## src/rtl/spi_ram_pkg.sv

```systemverilog
// Shared definitions for the SPI-slave / local-host RAM arbiter:
// command codes, arbiter state encoding and default widths.
package spi_ram_pkg;

  localparam int ADDR_SIZE_DEF = 8;
  localparam int DATA_SIZE_DEF = 8;
  localparam int RX_W          = 10;
  localparam int TX_W          = 8;

  typedef enum logic [1:0] {
    CMD_WR_ADDR = 2'b00,
    CMD_WR_DATA = 2'b01,
    CMD_RD_ADDR = 2'b10,
    CMD_RD_DATA = 2'b11
  } spi_cmd_e;

  typedef enum logic [1:0] {
    IDLE    = 2'b00,
    SPI_OP  = 2'b01,
    HOST_OP = 2'b10,
    RD_RESP = 2'b11
  } arb_state_e;

  // Memory commands occupy the pending buffer; address loads never do.
  function automatic logic is_mem_cmd(input spi_cmd_e cmd);
    return (cmd == CMD_WR_DATA) || (cmd == CMD_RD_DATA);
  endfunction

endpackage

```

## src/rtl/ram_access_arbiter_if.sv

```systemverilog
// Local host request bus of the RAM arbiter: the host is the master,
// the arbiter the slave.
interface ram_access_arbiter_if
  import spi_ram_pkg::*;
#(
  parameter int ADDR_SIZE = ADDR_SIZE_DEF,
  parameter int DATA_SIZE = DATA_SIZE_DEF
) ();

  logic                 host_req;
  logic                 host_we;
  logic [ADDR_SIZE-1:0] host_addr;
  logic [DATA_SIZE-1:0] host_wdata;
  logic                 host_gnt;
  logic [DATA_SIZE-1:0] host_rdata;
  logic                 host_rvalid;

  modport master (
    output host_req, host_we, host_addr, host_wdata,
    input  host_gnt, host_rdata, host_rvalid
  );

  modport slave (
    input  host_req, host_we, host_addr, host_wdata,
    output host_gnt, host_rdata, host_rvalid
  );

endinterface

```

## src/rtl/spi_cmd_decoder.sv

```systemverilog
// SPI frame decoder: address registers, one-entry pending memory op and
// the sticky overflow flag for memory commands that found the buffer busy.
module spi_cmd_decoder
  import spi_ram_pkg::*;
#(
  parameter int ADDR_SIZE = ADDR_SIZE_DEF,
  parameter int DATA_SIZE = DATA_SIZE_DEF
) (
  input  logic                 clk,
  input  logic                 rst_n,
  input  logic [RX_W-1:0]      rx_data,
  input  logic                 rx_valid,
  input  logic                 spi_free,
  output logic                 pend_valid,
  output logic                 pend_we,
  output logic [ADDR_SIZE-1:0] pend_addr,
  output logic [DATA_SIZE-1:0] pend_wdata,
  output logic                 spi_ovf
);

  spi_cmd_e             cmd_s;
  logic [ADDR_SIZE-1:0] wr_addr_q,    wr_addr_d;
  logic [ADDR_SIZE-1:0] rd_addr_q,    rd_addr_d;
  logic                 pend_valid_q, pend_valid_d;
  logic                 pend_we_q,    pend_we_d;
  logic [ADDR_SIZE-1:0] pend_addr_q,  pend_addr_d;
  logic [DATA_SIZE-1:0] pend_wdata_q, pend_wdata_d;
  logic                 ovf_q,        ovf_d;

  assign cmd_s = spi_cmd_e'(rx_data[9:8]);

  // A queued op captures the address register as it stands at acceptance;
  // a buffer being freed this cycle may be refilled in the same cycle.
  always_comb begin
    wr_addr_d    = wr_addr_q;
    rd_addr_d    = rd_addr_q;
    pend_we_d    = pend_we_q;
    pend_addr_d  = pend_addr_q;
    pend_wdata_d = pend_wdata_q;
    ovf_d        = ovf_q;
    if (spi_free) begin
      pend_valid_d = 1'b0;
    end else begin
      pend_valid_d = pend_valid_q;
    end
    if (rx_valid) begin
      case (cmd_s)
        CMD_WR_ADDR: wr_addr_d = ADDR_SIZE'(rx_data[7:0]);
        CMD_RD_ADDR: rd_addr_d = ADDR_SIZE'(rx_data[7:0]);
        CMD_WR_DATA, CMD_RD_DATA: begin
          if (!pend_valid_q || spi_free) begin
            pend_valid_d = 1'b1;
            pend_we_d    = (cmd_s == CMD_WR_DATA);
            pend_addr_d  = (cmd_s == CMD_WR_DATA) ? wr_addr_q : rd_addr_q;
            pend_wdata_d = DATA_SIZE'(rx_data[7:0]);
          end else begin
            ovf_d = is_mem_cmd(cmd_s);
          end
        end
        default: ovf_d = ovf_q;
      endcase
    end else begin
      ovf_d = ovf_q;
    end
  end

  // State registers with synchronous active-low reset.
  always_ff @(posedge clk) begin
    if (!rst_n) begin
      wr_addr_q    <= {ADDR_SIZE{1'b0}};
      rd_addr_q    <= {ADDR_SIZE{1'b0}};
      pend_valid_q <= 1'b0;
      pend_we_q    <= 1'b0;
      pend_addr_q  <= {ADDR_SIZE{1'b0}};
      pend_wdata_q <= {DATA_SIZE{1'b0}};
      ovf_q        <= 1'b0;
    end else begin
      wr_addr_q    <= wr_addr_d;
      rd_addr_q    <= rd_addr_d;
      pend_valid_q <= pend_valid_d;
      pend_we_q    <= pend_we_d;
      pend_addr_q  <= pend_addr_d;
      pend_wdata_q <= pend_wdata_d;
      ovf_q        <= ovf_d;
    end
  end

  assign pend_valid = pend_valid_q;
  assign pend_we    = pend_we_q;
  assign pend_addr  = pend_addr_q;
  assign pend_wdata = pend_wdata_q;
  assign spi_ovf    = ovf_q;

endmodule

```

## src/rtl/ram_access_arbiter.sv

```systemverilog
// Single-port RAM arbiter between an SPI-slave command stream and a local
// host; one access in flight, round-robin on ties, registered outputs.
module ram_access_arbiter
  import spi_ram_pkg::*;
#(
  parameter int ADDR_SIZE = ADDR_SIZE_DEF,
  parameter int DATA_SIZE = DATA_SIZE_DEF
) (
  input  logic                  clk,
  input  logic                  rst_n,
  input  logic [RX_W-1:0]       rx_data,
  input  logic                  rx_valid,
  output logic [TX_W-1:0]       tx_data,
  output logic                  tx_valid,
  ram_access_arbiter_if.slave   host,
  output logic                  ram_en,
  output logic                  ram_we,
  output logic [ADDR_SIZE-1:0]  ram_addr,
  output logic [DATA_SIZE-1:0]  ram_wdata,
  input  logic [DATA_SIZE-1:0]  ram_rdata,
  output logic                  spi_ovf
);

  arb_state_e           state_q;
  logic                 host_prio_q;
  logic                 src_host_q;
  logic                 rd_op_q;
  logic [TX_W-1:0]      tx_data_q;
  logic                 tx_valid_q;
  logic                 host_gnt_q;
  logic [DATA_SIZE-1:0] host_rdata_q;
  logic                 host_rvalid_q;
  logic                 ram_en_q;
  logic                 ram_we_q;
  logic [ADDR_SIZE-1:0] ram_addr_q;
  logic [DATA_SIZE-1:0] ram_wdata_q;

  logic                 spi_free_s;
  logic                 pend_valid_s;
  logic                 pend_we_s;
  logic [ADDR_SIZE-1:0] pend_addr_s;
  logic [DATA_SIZE-1:0] pend_wdata_s;

  assign spi_free_s = (state_q == SPI_OP);

  spi_cmd_decoder #(
    .ADDR_SIZE (ADDR_SIZE),
    .DATA_SIZE (DATA_SIZE)
  ) u_dec (
    .clk        (clk),
    .rst_n      (rst_n),
    .rx_data    (rx_data),
    .rx_valid   (rx_valid),
    .spi_free   (spi_free_s),
    .pend_valid (pend_valid_s),
    .pend_we    (pend_we_s),
    .pend_addr  (pend_addr_s),
    .pend_wdata (pend_wdata_s),
    .spi_ovf    (spi_ovf)
  );

  // Arbiter FSM; host_prio_q set means the host wins the next tie.
  always_ff @(posedge clk) begin
    if (!rst_n) begin
      state_q       <= IDLE;
      host_prio_q   <= 1'b0;
      src_host_q    <= 1'b0;
      rd_op_q       <= 1'b0;
      tx_data_q     <= {TX_W{1'b0}};
      tx_valid_q    <= 1'b0;
      host_gnt_q    <= 1'b0;
      host_rdata_q  <= {DATA_SIZE{1'b0}};
      host_rvalid_q <= 1'b0;
      ram_en_q      <= 1'b0;
      ram_we_q      <= 1'b0;
      ram_addr_q    <= {ADDR_SIZE{1'b0}};
      ram_wdata_q   <= {DATA_SIZE{1'b0}};
    end else begin
      tx_valid_q    <= 1'b0;
      host_gnt_q    <= 1'b0;
      host_rvalid_q <= 1'b0;
      ram_en_q      <= 1'b0;
      ram_we_q      <= 1'b0;
      case (state_q)
        IDLE: begin
          if (pend_valid_s && !(host.host_req && host_prio_q)) begin
            state_q     <= SPI_OP;
            ram_en_q    <= 1'b1;
            ram_we_q    <= pend_we_s;
            ram_addr_q  <= pend_addr_s;
            ram_wdata_q <= pend_wdata_s;
            src_host_q  <= 1'b0;
            rd_op_q     <= !pend_we_s;
            host_prio_q <= 1'b1;
          end else if (host.host_req) begin
            state_q     <= HOST_OP;
            ram_en_q    <= 1'b1;
            ram_we_q    <= host.host_we;
            ram_addr_q  <= host.host_addr;
            ram_wdata_q <= host.host_wdata;
            host_gnt_q  <= 1'b1;
            src_host_q  <= 1'b1;
            rd_op_q     <= !host.host_we;
            host_prio_q <= 1'b0;
          end else begin
            state_q <= IDLE;
          end
        end
        SPI_OP, HOST_OP: begin
          state_q <= rd_op_q ? RD_RESP : IDLE;
        end
        RD_RESP: begin
          if (src_host_q) begin
            host_rdata_q  <= ram_rdata;
            host_rvalid_q <= 1'b1;
          end else begin
            tx_data_q  <= TX_W'(ram_rdata);
            tx_valid_q <= 1'b1;
          end
          state_q <= IDLE;
        end
        default: state_q <= IDLE;
      endcase
    end
  end

  assign tx_data          = tx_data_q;
  assign tx_valid         = tx_valid_q;
  assign host.host_gnt    = host_gnt_q;
  assign host.host_rdata  = host_rdata_q;
  assign host.host_rvalid = host_rvalid_q;
  assign ram_en           = ram_en_q;
  assign ram_we           = ram_we_q;
  assign ram_addr         = ram_addr_q;
  assign ram_wdata        = ram_wdata_q;

endmodule

```

## src/flat_wrapper.sv

```systemverilog
// flat-port wrapper written by rule: the top's interface ports become plain ports
module ram_access_arbiter_flat import spi_ram_pkg::*;
#(
  parameter int ADDR_SIZE = ADDR_SIZE_DEF,
  parameter int DATA_SIZE = DATA_SIZE_DEF
)
  (clk, rst_n, rx_data, rx_valid, tx_data, tx_valid, ram_en, ram_we, ram_addr, ram_wdata, ram_rdata, spi_ovf, host_host_req, host_host_we, host_host_addr, host_host_wdata, host_host_gnt, host_host_rdata, host_host_rvalid);
  ram_access_arbiter_if #(.ADDR_SIZE(ADDR_SIZE), .DATA_SIZE(DATA_SIZE)) host_i ();
  input  logic clk;
  input  logic rst_n;
  input  logic [RX_W-1:0] rx_data;
  input  logic rx_valid;
  output logic [TX_W-1:0] tx_data;
  output logic tx_valid;
  output logic ram_en;
  output logic ram_we;
  output logic [ADDR_SIZE-1:0] ram_addr;
  output logic [DATA_SIZE-1:0] ram_wdata;
  input  logic [DATA_SIZE-1:0] ram_rdata;
  output logic spi_ovf;
  input wire logic [$bits(host_i.host_req)-1:0] host_host_req;
  input wire logic [$bits(host_i.host_we)-1:0] host_host_we;
  input wire logic [$bits(host_i.host_addr)-1:0] host_host_addr;
  input wire logic [$bits(host_i.host_wdata)-1:0] host_host_wdata;
  output wire logic [$bits(host_i.host_gnt)-1:0] host_host_gnt;
  output wire logic [$bits(host_i.host_rdata)-1:0] host_host_rdata;
  output wire logic [$bits(host_i.host_rvalid)-1:0] host_host_rvalid;
  assign host_i.host_req = host_host_req;
  assign host_i.host_we = host_host_we;
  assign host_i.host_addr = host_host_addr;
  assign host_i.host_wdata = host_host_wdata;
  assign host_host_gnt = host_i.host_gnt;
  assign host_host_rdata = host_i.host_rdata;
  assign host_host_rvalid = host_i.host_rvalid;
  ram_access_arbiter #(.ADDR_SIZE(ADDR_SIZE), .DATA_SIZE(DATA_SIZE)) u_core (.clk(clk), .rst_n(rst_n), .rx_data(rx_data), .rx_valid(rx_valid), .tx_data(tx_data), .tx_valid(tx_valid), .host(host_i), .ram_en(ram_en), .ram_we(ram_we), .ram_addr(ram_addr), .ram_wdata(ram_wdata), .ram_rdata(ram_rdata), .spi_ovf(spi_ovf));
endmodule
```

## config.mk

```make
export PLATFORM = sky130hd
export DESIGN_NAME = ram_access_arbiter_flat
export DESIGN_NICKNAME = d
export VERILOG_FILES = /design/src/rtl/spi_ram_pkg.sv /design/src/rtl/ram_access_arbiter_if.sv /design/src/rtl/spi_cmd_decoder.sv /design/src/rtl/ram_access_arbiter.sv /design/src/flat_wrapper.sv
export SDC_FILE = /design/constraint.sdc
export NUM_CORES = 1
export LEC_CHECK = 0
export ABC_AREA = 1
export BUFFER_PORTS_ARGS = -buffer_cell sky130_fd_sc_hd__buf_2
export CAP_MARGIN = 20
export CORE_UTILIZATION = 40
export CTS_BUF_LIST = sky130_fd_sc_hd__clkbuf_2 sky130_fd_sc_hd__clkbuf_4 sky130_fd_sc_hd__clkbuf_8
export DETAILED_ROUTE_END_ITERATION = 16
export PLACE_DENSITY_LB_ADDON = 0.25
export SYNTH_ARGS = -nofsm -noshare
export SYNTH_HDL_FRONTEND = slang
export SYNTH_HIERARCHICAL = 1
export SYNTH_SLANG_ARGS = --single-unit
```

## constraint.sdc

```tcl
create_clock -name clk -period 3.7 [get_ports clk]
set_input_delay 0.74 -clock clk [delete_from_list [all_inputs] [get_ports clk]]
set_output_delay 0.74 -clock clk [all_outputs]
set_load 0.03 [all_outputs]
```

==> results of run 1 <==
flip-flops by register name (all words and copies together) (netlist names), 2 cells and up:
| name | cells |
|---|---|
| u_core/host.host_rdata | 8 |
| u_core/ram_addr | 8 |
| u_core/ram_wdata | 8 |
| u_core/state_q | 2 |
| u_core/tx_data | 8 |
| u_core/u_dec/pend_addr | 8 |
| u_core/u_dec/pend_wdata | 8 |
| u_core/u_dec/rd_addr_q | 8 |
| u_core/u_dec/wr_addr_q | 8 |
per-layer routing:
metal / vias to the layer above / global-route usage (%) / part of all wire [%]
li1: 1547 / - / -
met1: 1283 / 24.5 / 52
met2: 81 / 27.0 / 41
met3: 9 / 5.09 / 6.2
met4: 0 / 5.86 / 1.3
met5: - / 0 / 0
layout by cell type, fill, tap and decap left out:
| master | count |
|---|---|
| ha_1 | 4 |
| nand2_4 | 2 |
| o21ai_0 | 40 |
| nand3_1 | 21 |
| clkinv_4 | 1 |
| nand2_2 | 2 |
| clkbuf_8 | 11 |
| a31oi_1 | 1 |
| nand4_1 | 1 |
| o21ai_2 | 1 |
| bufinv_16 | 2 |
| nor2_1 | 141 |
| nor3_1 | 1 |
| nor2_4 | 1 |
| nand2_1 | 56 |
| a21boi_1 | 13 |
| a21oi_1 | 3 |
| inv_1 | 31 |
| clkbuf_4 | 1 |
| o31ai_1 | 1 |
| buf_4 | 3 |
| a21boi_0 | 3 |
| o21ai_1 | 19 |
| dfxtp_1 | 77 |
| buf_2 | 76 |
| a21oi_4 | 1 |
| nor2_2 | 5 |
| inv_2 | 2 |
synthesized netlist by cell type:
cell type / instances
a21oi_1: 3
o31ai_1: 1
a21oi_4: 1
buf_4: 1
o21ai_2: 1
clkbuf_1: 6
a21boi_0: 3
o21ai_1: 19
nand2_4: 2
a31oi_1: 1
buf_1: 1
nor3_1: 1
buf_2: 3
inv_2: 2
o21ai_0: 40
nand3_1: 21
nor2_1: 141
dfxtp_1: 77
buf_6: 9
inv_1: 31
nand2_2: 2
nor2_4: 1
nor2_2: 5
a21boi_1: 13
nand2_1: 56
nand4_1: 1
ha_1: 4
per-stage QoR:
step / area (sq um) / std cells / hold WS (ps) / setup slack [ps]
after detailed placement: 3650 / 607 / 460 / 1730
after global routing: 3880 / 622 / 508 / 1800
after global placement: 3650 / 607 / 452 / 1810
final: 3880 / 622 / 471 / 1990
after CTS: 3880 / 622 / 474 / 1990
after floorplan: 3270 / 446 / 441 / 2270
worst min-delay path, stage by stage (launching register included):
cell and delay, ps:
dfxtp_1 320, inv_1 60, a21oi_1 60
cell families after synthesis:
group	Yosys count	share of synthesized area, %
buffers and inverters	53	8.38
AND/OR/NAND/NOR	230	28.6
flip-flops	77	47.2
adder cells (fa/ha/maj)	4	1.53
AO/OA/AOI/OAI	82	14.4
worst max path at each step:
stage	from	end	slack [ps]	cells past startpoint
final	u_core/state_q[0]	u_core/ram_addr[6]	1990	7
after global routing	u_core/state_q[1]	u_core/ram_addr[4]	1800	7
after CTS	u_core/state_q[1]	u_core/ram_addr[6]	1990	7
after detailed placement	host_host_req	u_core/ram_addr[6]	1730	6
after global placement	host_host_req	u_core/ram_addr[7]	1810	6
after floorplan	rx_data[9]	u_core/u_dec/pend_addr[0]	2270	7
power by group:
part / internal (mW) / switching (mW) / leakage (nW)
combinational: 0.0967 / 0.194 / 1.08
sequential: 0.882 / 0.0270 / 0.631
clock: 0.422 / 0.292 / 0.116
total: 1.40 / 0.514 / 1.82
area by class of cell:
cell class                      instances  area [sq um]
Fill cell                             812          3930
Sequential cell                        77          1540
Multi-Input combinational cell        316          1450
Timing Repair Buffer                   79           403
Clock buffer                           12           159
Tap cell                              102           128
Inverter                               33           124
Clock inverter                          3          68.8
==> results.sh, run 1 <==
export IMPL_viasPerCell=4.69
export IMPL_power_density_mw_per_mm2=494
export IMPL_finish_utilization_pct=49.6
export IMPL_tritoncts="yes"
export IMPL_cp_cell_sequence="inv_1 > ha_1 > inv_2 > nor2_4 > nand2_1 > nor2_2 > nor2_1"
export IMPL_hold_class="reg2reg"
export IMPL_numCtsBuffers=9
export IMPL_r2r_cells=7
export IMPL_wl_um=7060
export IMPL_grt_pass1_wl_um=12200
export IMPL_drive_gt1_share_pct=20.8
export IMPL_required_ps=3940
export IMPL_gp_routability_congestion=0.759
export IMPL_rsz0062_at_grt="no"
export IMPL_rrSetupSlack_ps=1990
export IMPL_crit_family="simple AND/OR/NAND/NOR gates"
export IMPL_dr_pass1_iters=4
export IMPL_ys_ff_latch=77
export IMPL_fp_dieH_um=92.4
export IMPL_power_total_mw=1.91
export IMPL_hold_end="u_core/src_host_q"
export IMPL_outcome="finished, final reports clean"
export IMPL_worst_setup_path_type="reg2reg"
export IMPL_cts_setup_buffers=0
export IMPL_cts_max_level=3
export IMPL_die_area_sq_mm=0.00854
export IMPL_cp_max_fo=33
export IMPL_syn_area_sq_mm=0.00327
export IMPL_synth_distinct_cells=27
export IMPL_cap_violations=0
export IMPL_hpwl_um=4980
export IMPL_yosysTopAreaCellShare_pct=47.2
export IMPL_tns_ps=0
export IMPL_pin_count=77
export IMPL_cts_root_buf="clkbuf_8"
export IMPL_antenna_found_initial=0
export IMPL_clockBufferDepth=2
export IMPL_wl_per_cell_um=11.3
export IMPL_fp_coreArea_sq_mm=0.00781
export IMPL_startpoint_type="flip-flop"
export IMPL_r2r_end="u_core/ram_addr[6]"
export IMPL_synth_net_count=489
export IMPL_syn_area_per_cell_sq_um=7.33
export IMPL_start_util_pct=41.9
export IMPL_synth_warnings=6
export IMPL_slowest_stage="nor2_4"
export IMPL_grt_max_degree=40
export IMPL_hold_violations=0
export IMPL_cp_num_buf_inv=2
export IMPL_final_antenna_net_count=0
export IMPL_overflow=0
export IMPL_fin_skew_ps=7.31
export IMPL_reg2reg_from="u_core/state_q[0]"
export IMPL_worst_path_largest_cell_delay_ps=560
export IMPL_vias=2920
export IMPL_synthTopCellsByArea="dfxtp_1 47%, nor2_1 16%, nand2_1 6.4%"
export IMPL_synthToLayoutAreaGrowth_pct=18.6
export IMPL_cts_sinks=77
export IMPL_yosysSeqAreaShare_pct=47.2
export IMPL_port_buffers=76
export IMPL_clkTransAtPathRegs_ps=80
export IMPL_min_from="u_core/src_host_q"
export IMPL_synth_area_leader_cell="dfxtp_1"
export IMPL_ctsResizeCount=0
export IMPL_clock_fmax_ghz=0.584
export IMPL_fin_crit_ps=1710
export IMPL_min_period_over_period_pct=46.3
export IMPL_fp_row_count=32
export IMPL_grtUsageTotal_pct=17.9
export IMPL_drcViolationCount=0
export IMPL_fp_dieW_um=92.4
export IMPL_drv_slew=0
export IMPL_dr_first_iter_drc_count=177
export IMPL_hold_depth=2
export IMPL_ir_worst_vdd_v=0.000222
export IMPL_setup_violations_final=0
export IMPL_worst_pin_slew_ps=708
export IMPL_leakagePower_nw=1.82
export IMPL_fin_nets=559
export IMPL_clkLatencyLatePin_ps=340
export IMPL_relSlewSlack_pct=52.7
export IMPL_diodes=0
export IMPL_worst_setup_path_end_kind="flip-flop"
export IMPL_grt_pass1_vias=2673
export IMPL_crit_arrival_ps=1950
export IMPL_postCtsHoldBufs=0
export IMPL_syn_inst=446
No activity file was read; power rests on OpenSTA's default activity.
==> run 2, diff against run 1 <==
==> constraint.sdc (replaced) <==
create_clock -name clk -period 1.5 [get_ports clk]
set_input_delay 0.3 -clock clk [delete_from_list [all_inputs] [get_ports clk]]
set_output_delay 0.3 -clock clk [all_outputs]
set_load 0.03 [all_outputs]
==> results.sh, run 2 (synthesized netlist as in run 1, its figures left out) <==
export IMPL_outcome="finished, final reports clean"
export IMPL_clkLatencyLatePin_ps=350
export IMPL_fin_nets=567
export IMPL_postCtsHoldBufs=0
export IMPL_grtUsageTotal_pct=18.6
export IMPL_drv_slew=0
export IMPL_clkTransAtPathRegs_ps=70
export IMPL_hold_class="in2reg"
export IMPL_diodes=0
export IMPL_crit_top_cell="nand2_1"
export IMPL_ctsResizeCount=0
export IMPL_crit_start="u_core/state_q[1]"
export IMPL_hpwl_um=5150
export IMPL_drcViolationCount=0
export IMPL_reg2reg_from="u_core/state_q[1]"
export IMPL_grt_pass1_vias=2849
export IMPL_final_cells=630
export IMPL_fin_crit_ps=1340
export IMPL_setup_violations_final=0
export IMPL_cap_violations=0
export IMPL_r2r_cells=8
export IMPL_grt_max_degree=34
export IMPL_gp_routability_congestion=0.816
export IMPL_crit_arrival_ps=1580
export IMPL_fp_coreArea_sq_mm=0.00781
export IMPL_required_ps=1730
export IMPL_cts_sinks=77
export IMPL_wl_per_cell_um=11.5
export IMPL_cp_cell_sequence="inv_1 > ha_1 > inv_1 > nand2_1 > nand2_4 > nand2_1 > nand2_1 > nor2_1"
export IMPL_fp_dieW_um=92.4
export IMPL_register_area_sq_mm=0.00154
export IMPL_place_area_sq_mm=0.00371
export IMPL_place_inst=612
export IMPL_dr_pass1_iters=4
export IMPL_worst_setup_path_type="reg2reg"
export IMPL_wl_um=7240
export IMPL_dr_first_iter_drc_count=150
export IMPL_startpoint_type="flip-flop"
export IMPL_hold_depth=3
export IMPL_cts_root_buf="clkbuf_8"
export IMPL_hold_violations=0
export IMPL_fp_dieH_um=92.4
export IMPL_drive_gt1_share_pct=22.0
export IMPL_cp_max_fo=17
export IMPL_leakagePower_nw=1.86
export IMPL_n_fill_cell=810
export IMPL_die_area_sq_mm=0.00854
export IMPL_overflow=0
export IMPL_grt_pass1_wl_um=12600
export IMPL_vias=2931
export IMPL_rsz0062_at_grt="no"
export IMPL_synthToLayoutAreaGrowth_pct=20.9
export IMPL_fp_row_count=32
export IMPL_finish_utilization_pct=50.6
export IMPL_final_common_cell="nor2_1"
export IMPL_antenna_found_initial=0
export IMPL_final_cell_mix="141 x nor2_1, 77 x dfxtp_1, 76 x buf_2"
export IMPL_clockBufferDepth=2
export IMPL_start_util_pct=41.9
export IMPL_viasPerCell=4.65
export IMPL_cts_setup_buffers=0
export IMPL_fin_skew_ps=10.5
export IMPL_numCtsBuffers=9
export IMPL_tns_ps=0
export IMPL_ir_worst_vdd_v=0.000504
export IMPL_relSlewSlack_pct=64.4
export IMPL_tritoncts="yes"
export IMPL_min_from="ram_rdata[0]"
export IMPL_pin_count=77
export IMPL_final_antenna_net_count=0
export IMPL_port_buffers=76
export IMPL_cts_max_level=3
export IMPL_min_period_over_period_pct=89.5
export IMPL_clock_fmax_ghz=0.745
export IMPL_multiInputGateArea_sq_mm=0.00145
export IMPL_power_density_mw_per_mm2=1190
export IMPL_worst_path_largest_cell_delay_ps=330
export IMPL_final_area_sq_mm=0.00395
export IMPL_worst_setup_path_end_kind="flip-flop"
export IMPL_worst_pin_slew_ps=533
export IMPL_slowest_stage="dfxtp_1"
==> run 2: cell count changes in the layout (fill, tap and decap cells not counted) <==
| cell | delta |
|---|---|
| clkbuf_8 | -1 |
| clkinv_4 | -1 |
| clkinv_2 | +1 |
| clkinvlp_4 | +1 |
| buf_12 | +2 |
| buf_4 | +6 |
==> run 2: area by class of cell <==
| cell class | instances | share of cell area (%) |
|---|---|---|
| flip-flops and latches | 77 | 39.0 |
| clock inverters | 4 | 1.84 |
| multi-input cells | 316 | 36.8 |
| well taps | 102 | 3.23 |
| repair buffers | 87 | 12.3 |
| clock buffers | 11 | 3.67 |
| inverters | 33 | 3.13 |
==> run 2: final timing paths <==
kind / end / slack (ps)
setup reg to reg: u_core/u_dec/pend_addr[1] / 160
setup / recovery: u_core/u_dec/pend_addr[1] / 160
hold / removal: u_core/host.host_rdata[0] / 220
hold reg to reg: u_core/src_host_q / 470
==> run 2: per-stage QoR <==
step	worst slack [ps]	power [mW]	hold slack, ps
2_1_floorplan	276	2.83	432
3_3_place_gp	147	3.02	453
3_5_place_dp	97.3	3.03	457
4_1_cts	36.2	4.74	218
5_1_grt	23.1	4.95	222
6_report	158	4.70	225
==> run 2: worst max-delay path, delay by kind of cell (launching register included) <==
family,cells,cell delay [ps]
simple gates,5,520
buf+inv,2,200
fa+ha+maj,1,180
flops,1,330
==> run 2: power breakdown <==
| group | internal, mW | total [mW] | switching, mW |
|---|---|---|---|
| clock | 0.989 | 1.71 | 0.720 |
| combinational | 0.266 | 0.748 | 0.482 |
| sequential | 2.18 | 2.24 | 0.0690 |
| total | 3.43 | 4.70 | 1.27 |
==> run 2: per-layer routing <==
metal	GRT usage, %	vias to the layer above	routed length [um]
li1	-	1564	-
met1	24.1	1283	3540
met2	29.3	75	3170
met3	4.76	9	444
met4	7.42	0	94
met5	0	-	0
==> run 3, diff against run 2 <==
--- a/config.mk
+++ b/config.mk
@@ -8,6 +8,7 @@
 export ABC_AREA = 1
 export BUFFER_PORTS_ARGS = -buffer_cell sky130_fd_sc_hd__buf_2
 export CAP_MARGIN = 20
+export CORE_MARGIN = 2
 export CORE_UTILIZATION = 40
 export CTS_BUF_LIST = sky130_fd_sc_hd__clkbuf_2 sky130_fd_sc_hd__clkbuf_4 sky130_fd_sc_hd__clkbuf_8
 export DETAILED_ROUTE_END_ITERATION = 16
==> constraint.sdc (replaced) <==
create_clock -name clk -period 1.4 [get_ports clk]
set_input_delay 0.28 -clock clk [delete_from_list [all_inputs] [get_ports clk]]
set_output_delay 0.28 -clock clk [all_outputs]
set_load 0.03 [all_outputs]
==> results.sh, run 3 (synthesized netlist as in run 1, its figures left out) <==
export IMPL_postCtsHoldBufs=0
export IMPL_worst_setup_path_end_kind="flip-flop"
export IMPL_diodes=0
export IMPL_drcViolationCount=0
export IMPL_clkTransAtPathRegs_ps=90
export IMPL_port_buffers=76
export IMPL_relSlewSlack_pct=77.1
export IMPL_dr_pass1_iters=4
export IMPL_rrSetupSlack_ps=110
export IMPL_grt_pass1_vias=2698
export IMPL_start_util_pct=41.9
export IMPL_vias=3013
export IMPL_drive_gt1_share_pct=24.6
export IMPL_gp_routability_congestion=0.791
export IMPL_cap_violations=0
export IMPL_reg2reg_from="u_core/state_q[0]"
export IMPL_clkLatencyLatePin_ps=350
export IMPL_grtUsageTotal_pct=17.5
export IMPL_tns_ps=0
export IMPL_dr_first_iter_drc_count=121
export IMPL_drv_slew=0
export IMPL_overflow=0
export IMPL_startpoint_type="flip-flop"
export IMPL_cp_max_fo=8
export IMPL_wl_per_cell_um=12.4
export IMPL_crit_arrival_ps=1530
export IMPL_synthToLayoutAreaGrowth_pct=24.9
export IMPL_crit_start="u_core/state_q[0]"
export IMPL_r2r_end="u_core/ram_addr[6]"
export IMPL_fp_dieW_um=94.4
export IMPL_required_ps=1640
export IMPL_hpwl_um=5270
export IMPL_fin_nets=570
export IMPL_ctsResizeCount=0
export IMPL_fp_coreArea_sq_mm=0.00781
export IMPL_worstSetupEndpoint="u_core/ram_addr[6]"
export IMPL_cts_root_buf="clkbuf_8"
export IMPL_outcome="finished, final reports clean"
export IMPL_rsz0062_at_grt="no"
export IMPL_hold_violations=0
export IMPL_grt_pass1_wl_um=12400
export IMPL_fin_skew_ps=8.25
export IMPL_cts_setup_buffers=0
export IMPL_ir_worst_vdd_v=0.000512
export IMPL_antenna_found_initial=0
export IMPL_min_period_over_period_pct=92.2
export IMPL_cts_max_level=3
export IMPL_leakagePower_nw=1.90
export IMPL_cts_sinks=77
export IMPL_power_density_mw_per_mm2=1230
export IMPL_numCtsBuffers=9
export IMPL_worst_pin_slew_ps=341
export IMPL_final_cell_mix="136 x nor2_1, 77 x dfxtp_1, 76 x buf_2"
export IMPL_worst_setup_path_type="reg2reg"
export IMPL_place_area_sq_mm=0.00378
export IMPL_clockBufferDepth=2
export IMPL_tritoncts="yes"
export IMPL_viasPerCell=4.75
export IMPL_hold_class="in2reg"
export IMPL_fp_dieH_um=94.4
export IMPL_grt_max_degree=34
export IMPL_clock_fmax_ghz=0.774
export IMPL_wl_um=7880
export IMPL_fp_row_count=32
export IMPL_final_area_sq_mm=0.00408
export IMPL_die_area_sq_mm=0.00891
export IMPL_pin_count=77
export IMPL_r2r_cells=8
export IMPL_setup_violations_final=0
export IMPL_final_antenna_net_count=0
export IMPL_fin_crit_ps=1290
export IMPL_final_common_cell="nor2_1"
run 3: per-layer routing:
layer	wire, um	up-vias	GRT usage [%]
li1	-	1577	-
met3	445	9	3.91
met5	0	-	0
met4	97	0	5.80
met1	3930	1347	25.3
met2	3400	80	26.0
run 3: worst max-delay path, cell delays in order (launching register included):
cell	delay, ps
dfxtp_1	340
inv_2	90
ha_4	150
inv_2	50
nor2_4	190
clkbuf_16	200
nand2_1	60
nor2_2	70
nor2_1	40
run 3: cell type report:
type	instances	area (sq um)
clock inverters	6	71.3
flip-flops and latches	77	1540
multi-input cells	318	1500
repair buffers	88	581
well taps	102	128
fillers	807	3720
inverters	33	124
clock buffers	10	138
run 3: stage by stage:
step                std cells  power [mW]  util, %  setup WS, ps  hold slack, ps
floorplan                 446        3.03        -           176             412
global placement          614        3.26     48.4           124             454
detailed placement        614        3.28     48.4          88.2             461
CTS                       630        5.02     51.0          51.9             188
global route              634        5.30     52.3          2.04             216
finish                    634        5.04     52.3           109             196
run 3: how the worst min path moves through the flow:
stage	end	cells after the start	startpoint
6_report	u_core/host.host_rdata[0]	3	ram_rdata[0]
5_1_grt	u_core/host.host_rdata[0]	3	ram_rdata[0]
4_1_cts	u_core/host.host_rdata[0]	3	ram_rdata[0]
3_5_place_dp	u_core/u_dec/spi_ovf	2	u_core/u_dec/spi_ovf
3_3_place_gp	u_core/src_host_q	2	u_core/src_host_q
2_1_floorplan	u_core/u_dec/pend_valid	2	rst_n
run 3: report_power, final:
part / switching, mW / internal [mW] / leakage, nW
Sequential: 0.0748 / 2.33 / 0.631
Combinational: 0.553 / 0.340 / 1.17
Clock: 0.858 / 0.884 / 0.0991
Total: 1.49 / 3.55 / 1.90
